==> src/rtl/hazard_unit.sv <==
// hazard_unit: scoreboard-based stall, bubble and D-stage forwarding control with an MDU busy counter
module hazard_unit #(
    parameter int REG_AW   = 5,
    parameter int T_W      = 3,
    parameter int MULT_CYC = 5,
    parameter int DIV_CYC  = 10
) (
    input  logic              clk,
    input  logic              reset,
    input  logic              d_valid,
    input  logic [REG_AW-1:0] d_rs,
    input  logic [REG_AW-1:0] d_rt,
    input  logic [T_W-1:0]    d_tuse_rs,
    input  logic [T_W-1:0]    d_tuse_rt,
    input  logic              d_wr_en,
    input  logic [REG_AW-1:0] d_wr_addr,
    input  logic [T_W-1:0]    d_tnew,
    input  logic              d_is_md,
    input  logic              d_md_start,
    input  logic              d_md_div,
    output logic              stall,
    output logic              e_bubble,
    output logic [1:0]        fwd_rs_sel,
    output logic [1:0]        fwd_rt_sel,
    output logic              md_busy
);
    localparam int MAX_CYC = (MULT_CYC > DIV_CYC) ? MULT_CYC : DIV_CYC;
    localparam int CW      = $clog2(MAX_CYC + 1);

    typedef struct packed {
        logic              v;
        logic              we;
        logic [REG_AW-1:0] a;
        logic [T_W-1:0]    t;
    } ent_t;

    ent_t e_q, m_q, w_q, e_d, m_d, w_d;
    logic [CW-1:0] cnt_q, cnt_d;
    logic [1:0] rs_stg, rt_stg;
    logic [T_W-1:0] rs_t, rt_t;
    logic accept;

    function automatic logic hit(input ent_t x, input logic [REG_AW-1:0] r);
        return x.v && x.we && x.a == r && r != '0;
    endfunction

    function automatic logic [1:0] youngest(input ent_t e, input ent_t m, input ent_t w,
                                            input logic [REG_AW-1:0] r);
        return hit(e, r) ? 2'd1 : hit(m, r) ? 2'd2 : hit(w, r) ? 2'd3 : 2'd0;
    endfunction

    function automatic logic [T_W-1:0] tnew_of(input ent_t e, input ent_t m, input ent_t w,
                                               input logic [1:0] s);
        return (s == 2'd1) ? e.t : (s == 2'd2) ? m.t : w.t;
    endfunction

    function automatic ent_t age(input ent_t x);
        age   = x;
        age.t = (x.t == '0) ? '0 : x.t - 1'b1;
    endfunction

    // hazard detection, forwarding selects and scoreboard/counter next state
    always_comb begin
        rs_stg     = youngest(e_q, m_q, w_q, d_rs);
        rt_stg     = youngest(e_q, m_q, w_q, d_rt);
        rs_t       = tnew_of(e_q, m_q, w_q, rs_stg);
        rt_t       = tnew_of(e_q, m_q, w_q, rt_stg);
        md_busy    = cnt_q != '0;
        stall      = d_valid && ((rs_stg != 2'd0 && rs_t > d_tuse_rs) ||
                                 (rt_stg != 2'd0 && rt_t > d_tuse_rt) ||
                                 (d_is_md && md_busy));
        e_bubble   = stall;
        fwd_rs_sel = (rs_t == '0) ? rs_stg : 2'd0;
        fwd_rt_sel = (rt_t == '0) ? rt_stg : 2'd0;
        accept     = d_valid && !stall;
        w_d        = age(m_q);
        m_d        = age(e_q);
        e_d        = accept ? {1'b1, d_wr_en, d_wr_addr, d_tnew} : '0;
        cnt_d      = (accept && d_md_start) ? (d_md_div ? CW'(DIV_CYC) : CW'(MULT_CYC)) :
                     md_busy ? cnt_q - 1'b1 : cnt_q;
    end

    // pipeline the scoreboard and MDU counter every cycle
    always_ff @(posedge clk) begin
        if (reset) begin
            e_q   <= '0;
            m_q   <= '0;
            w_q   <= '0;
            cnt_q <= '0;
        end else begin
            e_q   <= e_d;
            m_q   <= m_d;
            w_q   <= w_d;
            cnt_q <= cnt_d;
        end
    end
endmodule

==> config.mk <==
export PLATFORM = sky130hd
export DESIGN_NAME = hazard_unit
export DESIGN_NICKNAME = d
export VERILOG_FILES = /design/src/rtl/hazard_unit.sv
export SDC_FILE = /design/constraint.sdc
export NUM_CORES = 1
export LEC_CHECK = 0
export BUFFER_PORTS_ARGS = -buffer_cell sky130_fd_sc_hd__buf_2
export CAP_MARGIN = 20
export CORE_ASPECT_RATIO = 1.75
export CORE_MARGIN = 2
export CORE_UTILIZATION = 55
export CTS_CLUSTER_DIAMETER = 30
export DETAILED_ROUTE_END_ITERATION = 12
export GPL_ROUTABILITY_DRIVEN = 0
export PLACE_DENSITY_LB_ADDON = 0.15
export SETUP_SLACK_MARGIN = 0.02
export SLEW_MARGIN = 5
export SYNTH_ARGS = -nofsm -noshare
export SYNTH_HDL_FRONTEND = slang
export SYNTH_SLANG_ARGS = --single-unit
==> constraint.sdc <==
create_clock -name clk -period 3.6 [get_ports clk]
set_input_delay 0.18 -clock clk [delete_from_list [all_inputs] [get_ports clk]]
set_output_delay 0.18 -clock clk [all_outputs]
set_load 0.02 [all_outputs]
**Word level (Yosys, flattened, before mapping)**

Index checks and enable logic that the tools add are counted.

- Register bits: 34
- Input bits: 31
- Output and inout port bits: 7
- Word-level logic and storage cells: 82

- $add $sub $neg: 3
- Order comparisons: 2
- Eq/ne operators: 10
- Muxes and demuxes: 16
- Bitwise logic cells: 1
- Reduce and logical (&&, ||, !) cells: 37

Operators by type and width:

| cell | count |
|---|---|
| $eq A5 B5 Y1 | 6 |
| $logic_and A1 B1 Y1 | 21 |
| $mux W2 | 8 |
| $logic_not A3 Y1 | 4 |
| $mux W3 | 4 |
| $mux W4 | 3 |
| $mux W10 | 1 |
| $reduce_bool A5 Y1 | 2 |
| $gt A3 B3 Y1 | 2 |
| $reduce_bool A2 Y1 | 3 |
| $reduce_or A2 Y1 | 3 |
| $sub A3 B1 Y3 const B | 2 |
| $eq A2 B1 Y1 const B | 2 |
| $eq A2 B2 Y1 const B | 2 |
| $reduce_bool A4 Y1 | 1 |
| $sub A4 B1 Y4 const B | 1 |
| $logic_or A1 B1 Y1 | 2 |
| $logic_not A1 Y1 | 1 |
| $not A1 Y1 | 1 |

**Logic depth before layout (Yosys ltp)**

Gate-level depths: netlist of the first run.

- Word-level depth: 18
- Gate-level depth with buffers: 13

**Least setup slack after synthesis of the first run**

No wires, ideal clock.

- Path kind: reg2out
- Start: reg m_q[5] in the netlist's numbering
- End: out stall
- Data arrival time: 2.751 ns
- Required time: 3.420 ns
- Setup slack: 0.669 ns
- Stages on the path, launching flop included: 13
- Buffers on the path: 1
- Cell sequence: dfxtp_1 > xnor2_1 > nand4_1 > nor4_2 > mux2i_1 > o21ai_1 > ha_1 > nor2b_1 > o21ai_0 > nand2b_1 > o311a_4 > o31a_1 > buf_4

- Longest elaborated chain between the ends: 13
- Elaborated cells between the ends (all ways): 27
- Classes of those cells: order compare: 2; eq/ne: 6; mux: 8; reduce/logical: 11

Ends and longest elaborated chain:

| item | line | source |
|---|---|---|
| from (decl) | 37 | `ent_t e_q, m_q, w_q, e_d, m_d, w_d;` |
| from (signal assigned) | 92 | `m_q <= m_d;` |
| $eq A5 B5 Y1 | 44 | `return x.v && x.we && x.a == r && r != '0;` |
| $logic_and A1 B1 Y1 (2 in series) | 44 |  |
| $mux W2 (2 in series) | 49 | `return hit(e, r) ? 2'd1 : hit(m, r) ? 2'd2 : hit(w, r) ? 2'd3 : 2'd0;` |
| $eq A2 B2 Y1 | 54 | `return (s == 2'd1) ? e.t : (s == 2'd2) ? m.t : w.t;` |
| $mux W3 (2 in series) | 54 |  |
| $gt A3 B3 Y1 (on tied branches) | 69, 70 |  |
| $logic_and A1 B1 Y1 (on tied branches) | 69, 70 |  |
| $logic_or A1 B1 Y1 * | 69 | `stall = d_valid && ((rs_stg != 2'd0 && rs_t > d_tuse_rs) \|\|` |
| $logic_or A1 B1 Y1 * | 70 | `(rt_stg != 2'd0 && rt_t > d_tuse_rt) \|\|` |
| $logic_and A1 B1 Y1 * | 69 |  |
| to (decl) | 21 | `output logic stall,` |

Mark *: on every way between the ends. The rest lies on a longest branch, timed or not.

**Worst setup path in the final report of the first run**

- Start: reg m_q[7] in the netlist's numbering
- End: out e_bubble

- Longest elaborated chain between the ends: 13
- Elaborated cells between the ends (all ways): 27
- Classes of those cells: order compare: 2; eq/ne: 6; mux: 8; reduce/logical: 11

Ends and longest elaborated chain:

| item | line | source |
|---|---|---|
| $eq A5 B5 Y1 | 44 |  |
| $logic_and A1 B1 Y1 (2 in series) | 44 |  |
| $mux W2 (2 in series) | 49 |  |
| $eq A2 B2 Y1 | 54 |  |
| $mux W3 (2 in series) | 54 |  |
| $gt A3 B3 Y1 (on tied branches) | 69, 70 |  |
| $logic_and A1 B1 Y1 (on tied branches) | 69, 70 |  |
| $logic_or A1 B1 Y1 * | 69 |  |
| $logic_or A1 B1 Y1 * | 70 |  |
| $logic_and A1 B1 Y1 * | 69 |  |
| to (decl) | 22 | `output logic e_bubble,` |

Marked as above.

==> results by group, run 1 <==
Status
  • Status: complete, no violations

Drt
  • Pre-antenna DRT Iters: 4
  • WL per Instance: 13.6 µm
  • Drc violations: 0
  • DR iter-0 viols: 17
  • Routed WL: 4160 µm
  • Vias per inst: 5.38
  • DR vias: 1640
  • Antenna-violating nets left: 0

STA
  • Setup ws final: 0.240 ns
  • Unrepaired setup endpoints after global routing: false
  • Headroom to the max-slew limit: 56.0%
  • Number of failing hold endpoints at the final stage: 0
  • Final Max Slew Viols: 0
  • Part of the cycle the worst path needs: 93.3%
  • Setup TNS Final: 0 ns
  • Tmin final: 3.36 ns
  • Final Setup Violations: 0
  • Fmax: 0.298 GHz
  • Slew @ Worst Pin: 0.656 ns
  • Min Hold Slack: 0.0959 ns
  • Clock skew: 0.0102 ns

Floorplanning
  • Die Y: 83.7 µm
  • Die width: 49.5 µm
  • Starting Density: 56.1%
  • Cell Rows: 29
  • Ports: 38
  • Core Box Area: 3560 µm²
  • Die area: 4140 µm²

Power and ir drop
  • P_leak: 0.000936 µW
  • PD cells: 455 nW/µm²
  • Maximum VDD drop: 0.463 mV
  • Tot Pwr: 1070 µW

Worst setup path
  • Setup CP Type: reg -> out
  • Worst Path Arrival: 3.18 ns
  • Required @ worst endpoint: 3.42 ns
  • Kind of end point of the critical path: primary output
  • Largest fanout on the critical path: 7
  • Startpoint Class: flip-flop

Cells and area
  • Commonest non-fill, non-tap cell in the layout: buf_2
  • Register area: 681 µm²
  • Fin nets: 301
  • Area growth syn-to-layout: 17.9%
  • Ant diodes: 0
  • Share of layout cells above drive strength 1: 22.4%
  • Post-route design area: 2350 µm²
  • Most frequent cells in the layout: buf_2 (37), dfxtp_1 (34), xnor2_1 (29), inv_1 (17), nor2b_1 (17)
  • Fillers: 345
  • Multi-input gate area: 1260 µm²

Yosys
  • Avg Inst Size Synth: 9.28 µm²
  • Yosys reg bits: 34
  • Yosys cell types: 41
  • Synth warn: 0
  • Async set or reset register ratio after synthesis: 0%
  • Number of synthesized flops with an enable pin: 0
  • Synth Instances: 215
  • Top cells by area, synth: dfxtp_1 (34%), xnor2_1 (13%), ha_1 (7.5%)
  • Mapped Nets: 258
  • Post-synth top area cell: dfxtp_1
  • Main synth FF type: dfxtp_1
  • Top cell type's share of synthesized area: 34.1%
  • Register area share after synthesis: 34.1%
  • Cell Area, Synth: 1990 µm²

Clocking
  • Clk pin slew, worst setup/hold paths: 0.06 ns
  • Root buffer cell: clkbuf_8
  • Clk_lat worst skew: 0.29 ns
  • Cts hold-fix bufs: 0
  • H-tree Lvls: 2
  • CTS tree: done
  • CTS Buf Count: 5
  • Clock sink count: 34
  • CTS Buffer Depth: 2

GRT
  • Largest net degree at the start of global routing: 25
  • GRT Util Overall: 21.6%
  • Grt ovf: 0
  • Vias in the first global route: 1571
  • Antenna violations before repair: 0
  • Global-route wire length before repair: 6900 µm

Job
  • MaxCap Viol Count: 0

Placement
  • Final HPWL from detailed placement: 3340 µm
  • Port buffer count: 37
  • Dpl ws: 0.258 ns
  • Placed Area: 2220 µm²

Min path
  • HP Class: in -> reg
==> worst paths after layout <==
check | startpoint | end | slack, ns | cells past startpoint
setup / recovery | m_q[7] | e_bubble | 0.24 | 12
hold / removal | d_wr_addr[0] | e_q[3] | 0.1 | 2
setup reg to reg | m_q[7] | e_q[5] | 0.44 | 12
hold reg to reg | m_q[8] | w_q[8] | 0.47 | 1
==> power by group <==
part	switching [µW]	leakage [µW]	internal, µW
registers	36.3	0.000278	421
clock network	131	0.0000482	154
logic	172	0.000610	153
total	340	0.000936	729
==> cell usage after synthesis, drive strengths merged (6+ instances only) <==
| master | instances |
|---|---|
| dfxtp | 34 |
| xnor2 | 29 |
| inv | 17 |
| nor2b | 17 |
| and2 | 12 |
| ha | 12 |
| mux2i | 12 |
| nor2 | 11 |
| nand2 | 8 |
| nand4 | 7 |
| o21ai | 7 |
| nand2b | 6 |
| nand3 | 6 |
==> repair_timing <==
action | CTS | global route
endpoints found under the setup margin | 0 | 11
resized for setup | 0 | 3
setup buffers | 0 | 2
==> critical path: stages, from the launching register on <==
cell,delay (ns)
dfxtp_1,0.40
xnor2_1,0.15
nand4_1,0.20
nor4_4,0.42
mux2i_1,0.24
o21ai_1,0.11
ha_1,0.33
nor2b_1,0.13
o21ai_0,0.15
nand2b_1,0.12
o311a_4,0.16
o31a_1,0.32
buf_2,0.16
==> metrics by stage <==
step / util [%] / cells
after floorplan: - / 215
after global placement: 62.5 / 295
after detailed placement: 62.5 / 295
after CTS: 65.1 / 303
after global routing: 66.1 / 305
final: 66.1 / 305
==> logic make-up (layout without fill, tap and decap cells) <==
family	Yosys count	after routing	synth area share (%)
fa+ha+maj	12	12	7.53
mux	13	13	6.59
xor+xnor	32	32	14.1
flops	34	34	34.1
simple gates	84	84	26.1
compound gates	20	20	7.65
buf+inv	20	64	3.95
==> final cells by class <==
cell class / count / share of cell area, %
multi-input combinational: 161 / 53.5
clock buffer: 7 / 3.67
inverter: 17 / 2.71
clock inverter: 1 / 0.213
timing repair buffer: 39 / 8.52
tap: 46 / 2.45
sequential: 34 / 29.0
==> metal layers <==
layer / track usage (%) / part of all wire, % / vias up
li1: - / - / 813
met5: 0 / 0 / -
met3: 5.02 / 4.7 / 14
met4: 10.1 / 3.5 / 0
met1: 22.9 / 38 / 766
met2: 38.9 / 54 / 47
==> state kept, by name, summed over array words and instances (netlist names) <==
register  cells
cnt_q         4
e_q          10
m_q          10
w_q          10
Note: power is estimated with default switching activity, not from simulation.
==> run 2: changes to the inputs <==
Settings changed: CAP_MARGIN 20 to 15, CORE_UTILIZATION 55 to 57, CTS_BUF_LIST set to sky130_fd_sc_hd__clkbuf_2 sky130_fd_sc_hd__clkbuf_4 sky130_fd_sc_hd__clkbuf_8.
==> run 2 against run 1 <==
Net effect:
- critical path type unchanged
- via count is 2.9% lower
- maximum frequency fell by 1.7%
- non-clock buffer count grew 1
- hold slack lost 0.0049 ns
- final cell count unchanged
- critical path depth grew 1
==> results by group, run 2 (same netlist as run 1, synthesis figures left out) <==
Drt
  • Drc violations: 0 (unchanged)
  • Routed WL: 3920 µm (was 4160 µm)
  • Antenna-violating nets left: 0 (unchanged)
  • DR vias: 1593 (was 1640)
  • WL per Instance: 12.8 µm (was 13.6 µm)
  • Pre-antenna DRT Iters: 3 (was 4)
  • DR iter-0 viols: 14 (was 17)
  • Vias per inst: 5.22 (was 5.38)

Worst setup path
  • Largest fanout on the critical path: 6 (was 7)
  • Required @ worst endpoint: 3.42 ns (about the same)
  • Setup CP Type: reg -> out (unchanged)
  • Startpoint Class: flip-flop (unchanged)
  • Worst Path Arrival: 3.24 ns (was 3.18 ns)
  • Slowest CP cell: dfxtp_1 (was nor4_4)
  • Worst path max stage delay: 0.39 ns (was 0.42 ns)
  • Critical path cell sequence: xnor2_1 > nand4_1 > nor4_4 > buf_4 > mux2_2 > mux2i_1 > ha_1 > nor2b_1 > o21ai_0 > nand2b_1 > o311a_4 > o31a_1 > buf_2 (was xnor2_1 > nand4_1 > nor4_4 > mux2i_1 > o21ai_1 > ha_1 > nor2b_1 > o21ai_0 > nand2b_1 > o311a_4 > o31a_1 > buf_2)
  • Kind of end point of the critical path: primary output (unchanged)

STA
  • Slew @ Worst Pin: 0.664 ns (was 0.656 ns)
  • Fmax: 0.293 GHz (was 0.298 GHz)
  • Min Hold Slack: 0.0910 ns (was 0.0959 ns)
  • Headroom to the max-slew limit: 55.5% (was 56.0%)
  • Number of failing hold endpoints at the final stage: 0 (unchanged)
  • Final Max Slew Viols: 0 (unchanged)
  • Clock skew: 0.00984 ns (was 0.0102 ns)
  • Final Setup Violations: 0 (unchanged)
  • Tmin final: 3.42 ns (was 3.36 ns)
  • Part of the cycle the worst path needs: 95.0% (was 93.3%)

Power and ir drop
  • Switching part of the total: 31.9% (was 31.8%)
  • PD cells: 453 nW/µm² (was 455 nW/µm²)
  • Comb power frac: 30.3% (was 30.5%)
  • Switch Pwr: 342 µW (was 340 µW)
  • P_leak: 0.000940 µW (was 0.000936 µW)
  • Share of power burned in registers: 42.7% (was 42.8%)
  • Clock Power Share: 27.0% (was 26.7%)
  • Maximum VDD drop: 0.429 mV (was 0.463 mV)
  • Internal power: 728 µW (was 729 µW)

Cells and area
  • Fillers: 304 (was 345)
  • Most frequent cells in the layout: buf_2 (37), dfxtp_1 (34), xnor2_1 (29), inv_1 (17), nor2b_1 (17) (unchanged)
  • Fin nets: 302 (was 301)
  • Share of layout cells above drive strength 1: 23.1% (was 22.4%)
  • Ant diodes: 0 (unchanged)
  • Fin cells: 305 (unchanged)
  • Commonest non-fill, non-tap cell in the layout: buf_2 (unchanged)
  • Biggest regs: e_q (10), m_q (10), w_q (10) (unchanged)
  • Area growth syn-to-layout: 18.4% (was 17.9%)

Clocking
  • Cts hold-fix bufs: 0 (unchanged)
  • CTS tree: done (unchanged)
  • CTS Buffer Depth: 2 (unchanged)
  • Clk pin slew, worst setup/hold paths: 0.07 ns (was 0.06 ns)
  • Clk_lat worst skew: 0.29 ns (about the same)
  • H-tree Lvls: 2 (unchanged)
  • CTS Buf Count: 5 (unchanged)
  • Clock sink count: 34 (unchanged)
  • Root buffer cell: clkbuf_8 (unchanged)

GRT
  • Busiest metal layer after global routing: met2 (unchanged)
  • Global-route wire length before repair: 6440 µm (was 6900 µm)
  • Met3 Use GR: 4.68% (was 5.02%)
  • Vias in the first global route: 1526 (was 1571)
  • Antenna violations before repair: 0 (unchanged)
  • Largest net degree at the start of global routing: 25 (unchanged)
  • Grt ovf: 0 (unchanged)
  • Met1 GRT Util: 21.3% (was 22.9%)
  • M2 GR Usage: 41.5% (was 38.9%)
  • GRT Util Overall: 21.3% (was 21.6%)

Job
  • MaxCap Viol Count: 0 (unchanged)

Floorplanning
  • Ports: 38 (unchanged)
  • Die area: 4010 µm² (was 4140 µm²)
  • Cell Rows: 28 (was 29)
  • Starting Density: 59.3% (was 56.1%)
  • Die width: 48.7 µm (was 49.5 µm)
  • Core Box Area: 3360 µm² (was 3560 µm²)
  • Die Y: 82.3 µm (was 83.7 µm)

Min path
  • HP Class: in -> reg (unchanged)

Placement
  • Inst Count DP: 294 (was 295)
  • Port buffer count: 37 (unchanged)
  • Final HPWL from detailed placement: 3170 µm (was 3340 µm)

Status
  • Status: complete, no violations (unchanged)
[run 2: power groups by stage]
stage          clock (µW)  combinational [µW]  sequential, µW
5_1_grt               311                 364             466
2_1_floorplan           0                 250             457
6_report              289                 324             457
3_5_place_dp            0                 326             466
3_3_place_gp            0                 322             465
4_1_cts               299                 329             457
[run 2: path summary, 6_finish.rpt]
kind	from	to	slack, ns	cells past startpoint
worst max-delay path	m_q[7]	e_bubble	0.18	13
worst min-delay path	d_wr_addr[3]	e_q[6]	0.09	2
worst max register to register	m_q[7]	e_q[0]	0.39	13
worst min register to register	m_q[0]	w_q[0]	0.46	1
[run 2: routing by layer]
metal	vias up	wire, µm
met5	-	0
met4	0	81
met3	7	138
met2	34	2160
met1	733	1540
li1	819	-
[run 2: repair_timing]
item | in CTS | in global routing
setup endpoints to repair | 2 | 2
pin swaps | 0 | 1
resized for setup | 1 | 2
buffers inserted | 0 | 3
hold endpoints to repair | 0 | 0
[run 2: critical path, delay by kind of cell, from the launching register on]
kind,cells,cell delay [ns]
simple gates,4,0.63
xor+xnor,1,0.14
fa+ha+maj,1,0.20
mux,2,0.56
flops,1,0.39
compound gates,3,0.67
buf+inv,2,0.35
[run 2: area by class of cell]
cell class / instances / area (µm²) / area share [%]
well taps: 45 / 56.3 / 2.38
inverters: 17 / 63.8 / 2.70
flip-flops and latches: 34 / 681 / 28.8
repair buffers: 40 / 208 / 8.80
clock buffers: 6 / 82.6 / 3.50
clock inverters: 2 / 12.5 / 0.530
multi-input cells: 161 / 1260 / 53.3
[run 2: metrics by stage]
| step | power [µW] | utilization, % | setup WS, ns | setup TNS (ns) | instance area [µm²] |
|---|---|---|---|---|---|
| after floorplan | 707 | - | 0.669 | 0 | 1990 |
| after global placement | 787 | 66.0 | 0.250 | 0 | 2220 |
| after detailed placement | 792 | 66.0 | 0.204 | 0 | 2220 |
| after CTS | 1080 | 69.1 | 0.129 | 0 | 2320 |
| after global routing | 1140 | 70.2 | -0.000209 | -0.000209 | 2360 |
| final | 1070 | 70.2 | 0.181 | 0 | 2360 |
